--- config.mk ---
export PLATFORM = sky130hd
export DESIGN_NAME = decode_output_queue
export DESIGN_NICKNAME = d
export VERILOG_FILES = /design/src/rtl/decode_output_queue.sv
export SDC_FILE = /design/constraint.sdc
export NUM_CORES = 1
export LEC_CHECK = 0
export BUFFER_PORTS_ARGS = -buffer_cell sky130_fd_sc_hd__buf_2
export CAP_MARGIN = 40
export CORE_ASPECT_RATIO = 1.25
export CORE_MARGIN = 1.5
export CORE_UTILIZATION = 50
export CTS_BUF_LIST = sky130_fd_sc_hd__clkbuf_8
export CTS_CLUSTER_DIAMETER = 30
export DETAILED_ROUTE_END_ITERATION = 8
export PLACE_DENSITY = 0.83
export SYNTH_ARGS = -nofsm -noshare
export SYNTH_HDL_FRONTEND = slang
export SYNTH_SLANG_ARGS = --single-unit
--- constraint.sdc ---
create_clock -name clock_i -period 6.6 [get_ports clock_i]
set_input_delay 1.32 -clock clock_i [delete_from_list [all_inputs] [get_ports clock_i]]
set_output_delay 1.32 -clock clock_i [all_outputs]
set_load 0.02 [all_outputs]
--- src/rtl/decode_output_queue.sv ---
// First-word-fall-through queue between the per-format decoders and dispatch.
// One slot is held back so that a registered decoder's last result still fits after stall_o rises.
module decode_output_queue #(
    parameter int depth                   = 4,
    parameter int addressWidth            = 64,
    parameter int opcodeSize              = 12,
    parameter int funcUnitCodeSize        = 3,
    parameter int instructionCounterWidth = 64,
    parameter int instMinIdWidth          = 7,
    parameter int PidSize                 = 20,
    parameter int TidSize                 = 16,
    parameter int bodySize                = 28
) (
    input  logic                               clock_i,
    input  logic                               reset_i,
    input  logic                               flush_i,
    input  logic                               enable_i,
    input  logic [opcodeSize-1:0]              opcode_i,
    input  logic [addressWidth-1:0]            instructionAddress_i,
    input  logic [funcUnitCodeSize-1:0]        functionalUnitType_i,
    input  logic [instructionCounterWidth-1:0] instMajId_i,
    input  logic [instMinIdWidth-1:0]          instMinId_i,
    input  logic                               is64Bit_i,
    input  logic [PidSize-1:0]                 instPid_i,
    input  logic [TidSize-1:0]                 instTid_i,
    input  logic [bodySize-1:0]                instructionBody_i,
    output logic                               stall_o,
    output logic                               enable_o,
    input  logic                               dispatchReady_i,
    output logic [opcodeSize-1:0]              opcode_o,
    output logic [addressWidth-1:0]            instructionAddress_o,
    output logic [funcUnitCodeSize-1:0]        functionalUnitType_o,
    output logic [instructionCounterWidth-1:0] instMajId_o,
    output logic [instMinIdWidth-1:0]          instMinId_o,
    output logic                               is64Bit_o,
    output logic [PidSize-1:0]                 instPid_o,
    output logic [TidSize-1:0]                 instTid_o,
    output logic [bodySize-1:0]                instructionBody_o,
    output logic [$clog2(depth):0]             count_o,
    output logic                               overflow_o
);

    localparam int PTR_W   = $clog2(depth);
    localparam int CNT_W   = PTR_W + 1;
    localparam int ENTRY_W = opcodeSize + addressWidth + funcUnitCodeSize + instructionCounterWidth
                           + instMinIdWidth + 1 + PidSize + TidSize + bodySize;

    logic [ENTRY_W-1:0] mem_q [depth];
    logic [PTR_W-1:0]   rdPtr_q, rdPtr_d;
    logic [PTR_W-1:0]   wrPtr_q, wrPtr_d;
    logic [CNT_W-1:0]   count_q, count_d;
    logic               overflow_q, overflow_d;
    logic               empty, full, pop, push;
    logic [ENTRY_W-1:0] wrEntry, head;

    assign empty = (count_q == '0);
    assign full  = (count_q == CNT_W'(depth));
    assign pop   = !empty && dispatchReady_i;
    // A full queue still accepts a write when the head leaves in the same cycle.
    assign push  = enable_i && (!full || pop);

    assign wrEntry = {opcode_i, instructionAddress_i, functionalUnitType_i, instMajId_i,
                      instMinId_i, is64Bit_i, instPid_i, instTid_i, instructionBody_i};

    always_comb begin
        rdPtr_d    = rdPtr_q;
        wrPtr_d    = wrPtr_q;
        count_d    = count_q;
        overflow_d = overflow_q;
        if (flush_i) begin
            rdPtr_d = '0;
            wrPtr_d = '0;
            count_d = '0;
        end else begin
            if (push) wrPtr_d = wrPtr_q + PTR_W'(1);
            if (pop)  rdPtr_d = rdPtr_q + PTR_W'(1);
            if (push && !pop)      count_d = count_q + CNT_W'(1);
            else if (pop && !push) count_d = count_q - CNT_W'(1);
            if (enable_i && full && !pop) overflow_d = 1'b1;
        end
    end

    always_ff @(posedge clock_i or negedge reset_i) begin
        if (!reset_i) begin
            rdPtr_q    <= '0;
            wrPtr_q    <= '0;
            count_q    <= '0;
            overflow_q <= 1'b0;
        end else begin
            rdPtr_q    <= rdPtr_d;
            wrPtr_q    <= wrPtr_d;
            count_q    <= count_d;
            overflow_q <= overflow_d;
        end
    end

    // Payload storage carries no reset; the occupancy counter alone defines what is valid.
    always_ff @(posedge clock_i) begin
        if (push && !flush_i) mem_q[wrPtr_q] <= wrEntry;
    end

    assign head = empty ? '0 : mem_q[rdPtr_q];

    assign {opcode_o, instructionAddress_o, functionalUnitType_o, instMajId_o,
            instMinId_o, is64Bit_o, instPid_o, instTid_o, instructionBody_o} = head;

    assign enable_o   = !empty;
    assign stall_o    = (count_q >= CNT_W'(depth - 1));
    assign count_o    = count_q;
    assign overflow_o = overflow_q;

endmodule

==> flow_summary_export.csv <==
group,metric,value,unit
outcome,status,"finished clean",
floorplan,die_x,233,microns
global_route,met2_usage,0.337,
clocking,path_clk_slew,0.07,ns
yosys,async_flop_share,0.00922,
drt,detail_route.iter0.violations,975,
floorplan,design.portCount,441,
yosys,syn-mean-instance-area,23.1,sq um
power,ir_worst_vdd,0.000496,V
power,power_frac_clock,0.285,
clocking,cts_tree,"built",
drt,ant_nets,0,
sta,setup_violations,0,
clocking,cts_buffer_depth,3,
yosys,synth_cells,1428,
worst_setup_path,reg2reg_depth,5,
clocking,cts_buffers,141,
yosys,synthesis.nets,1653,
cells_and_area,area_growth,18.3,%
floorplan,die-area,67700,sq um
yosys,yosysWarnings,0,
run,max-cap-violations,0,
global_route,gr-total-overflow,0,
worst_setup_path,critPathArrivalTime,3.33,ns
sta,finClkSkew,0.0352,ns
floorplan,die_h,290,microns
clocking,cts_sinks,868,
worst_setup_path,cp_max_fo,75,
worst_setup_path,path_class,"reg -> out",
global_route,grt.busiest_layer,"met2",
global_route,grt_max_degree,94,
yosys,synth_common_cells,"edfxtp_1 (860), and2_1 (219), mux4_2 (215)",
placed_design,place_congestion,0.761,
clocking,cts-root-buf,"clkbuf_8",
yosys,yosysMostFrequentCell,"edfxtp_1",
yosys,synthTopCellsByArea,"edfxtp_1 (78%), mux4_2 (15%), and2_1 (4.1%), buf_6 (0.65%), dfrtp_1 (0.61%)",
placed_design,port_buffers,440,
floorplan,start_util,0.504,
drt,dr.pass1.iters,4,
power,internal-power,10.7,mW
power,p_sw,5.13,mW
cells_and_area,final_nets,2183,
power,seqPwrFrac,0.404,
worst_setup_path,ff2ff_setup_slack,3.80,ns
yosys,synth_flop_cell,"edfxtp_1",
sta,maxSlewViolCount,0,
global_route,grt_use_met3,0.0710,
drt,drc_errors,0,
worst_setup_path,r2r-start,"count_o[2]",
yosys,yosys_register_bits,868,
drt,drt_wl_total,66900,microns
yosys,synth_edf_count,860,
power,p_leak,13.4,nW
sta,setup_tns,0,ns
sta,layout_min_cycle_time,4.65,ns
worst_setup_path,max_stage_delay,0.70,ns
floorplan,rows,105,
sta,rsz0062_at_grt,"no",
cells_and_area,drive_gt1_frac,0.428,
placed_design,hpwl,40100,microns
sta,relSlewSlack,0.474,
global_route,antenna_found_initial,18,
clocking,cts_resized,0,
sta,tightest_slew,0.789,ns
worst_setup_path,crit_path_end_kind,"primary output",
global_route,grtUsageMet1,0.237,
power,pwr-share-comb,0.311,
drt,wl_per_cell,22.8,microns
power,p_per_area,404,nW/um^2
worst_setup_path,cp_slowest_cell,"or3_4",
floorplan,core_area,65600,sq um
sta,period_share,0.705,
clocking,clock_latency,0.79,ns
clocking,holdBufCountCts,0,
power,p_sw_frac,0.324,
power,power.total,15.8,mW
global_route,track_usage,0.202,
worst_setup_path,r2r-end,"mem_q[0][109]",
worst_hold_path,hold_class,"in -> async",
worst_setup_path,cp.required,5.28,ns
yosys,synth_top_cell_by_area,"edfxtp_1",
global_route,grt_first_pass_wirelength,102000,microns
clocking,cts_setup_buffers,0,
yosys,syn_area,33100,sq um
sta,finalHoldViolCount,0,
worst_setup_path,start_kind,"flip-flop",
clocking,htree_levels,4,
yosys,ys_types,36,
drt,avgViaCountPerCell,5.50,
yosys,seq_area_frac_synth,0.787,
worst_setup_path,worstPathCellList,"or3_4 -> buf_4 -> and2_1 -> buf_2",
yosys,synth_top_area_frac,0.781,
sta,fmax,215,MHz
global_route,grt_pass1_vias,18200,
drt,route.vias.total,16200,
-- final cells by class --
| cell class | instances | area (sq um) |
|---|---|---|
| clock inverter | 113 | 791 |
| timing repair buffer | 465 | 2640 |
| inverter | 6 | 22.5 |
| tap | 856 | 1070 |
| antenna | 7 | 17.5 |
| multi-input combinational | 476 | 6540 |
| clock buffer | 145 | 2000 |
| fill | 4475 | 26400 |
| sequential | 868 | 26000 |
-- worst max-delay path: cells and delay by family, from the launching register on --
family                 cells  cell delay (ns)
buffers and inverters      2             0.87
flip-flops                 1             0.55
AND/OR/NAND/NOR            2             1.00
-- per-stage QoR --
| step | worst slack, ns | util | hold slack (ns) | instances | instance area [sq um] |
|---|---|---|---|---|---|
| 5_1_grt | 1.71 | 0.596 | 0.311 | 2933 | 39100 |
| 6_report | 1.95 | 0.597 | 0.360 | 2936 | 39100 |
| 4_1_cts | 1.84 | 0.596 | 0.262 | 2929 | 39100 |
| 3_3_place_gp | 2.75 | 0.552 | 0.461 | 2666 | 36200 |
| 2_1_floorplan | 1.60 | - | 0.557 | 1428 | 33100 |
| 3_5_place_dp | 2.77 | 0.554 | 0.465 | 2671 | 36300 |
-- flip-flops by register name, summed over array words and instances, names as in the netlist --
signal and flops:
wrPtr_q 2, rdPtr_q 2, count_o 3, overflow_o 1, mem_q 860
-- per-layer routing --
| metal | wire length (microns) | part of all wire | up-vias |
|---|---|---|---|
| li1 | - | - | 6967 |
| met1 | 24500 | 0.37 | 8350 |
| met2 | 34400 | 0.51 | 659 |
| met3 | 5900 | 0.088 | 152 |
| met4 | 1890 | 0.028 | 24 |
| met5 | 167 | 0.0025 | - |
-- power groups by stage --
stage	logic [mW]	registers, mW	clock network [mW]
finish	4.92	6.38	4.51
global route	5.28	6.40	4.86
CTS	5.00	6.38	4.63
detailed placement	4.97	6.50	0
global placement	4.82	6.54	0
floorplan	3.46	6.46	0
-- worst max path at each step --
stage | startpoint | to | slack (ns) | depth (start not counted)
5_1_grt | count_o[2] | instTid_o[0] | 1.71 | 4
6_report | count_o[0] | opcode_o[5] | 1.95 | 4
3_5_place_dp | count_o[0] | instructionAddress_o[8] | 2.77 | 4
3_3_place_gp | rdPtr_q[0] | instructionAddress_o[24] | 2.75 | 4
4_1_cts | count_o[0] | instructionAddress_o[8] | 1.84 | 4
2_1_floorplan | dispatchReady_i | mem_q[0][0] | 1.60 | 4
-- layout by cell type (no fill, tap or decap), types with 3 or more instances in the layout --
master      instances
clkinv_2           22
buf_2             440
edfxtp_1          860
nor2_1              9
inv_6               4
buf_16              5
inv_8               3
inv_1              36
diode_2             7
clkinv_4            3
ha_1                4
clkinv_1           30
clkinvlp_4         12
and2_4              4
dfrtp_1             6
bufinv_16           9
and2_1            215
clkbuf_8          145
buf_12             12
buf_4               8
mux4_2            215
-- kinds of logic (layout without fill, tap and decap cells) --
group           Yosys count  in the layout  share of synthesized area
fa+ha+maj                 5              5                    0.00212
flops                   868            868                      0.787
mux                     217            217                      0.147
compound gates           13             13                    0.00269
xor+xnor                  3              3                   0.000795
buf+inv                  84            729                     0.0151
other cells               0              7                          0
simple gates            238            238                     0.0447
Power figures use the tool's default switching activity.
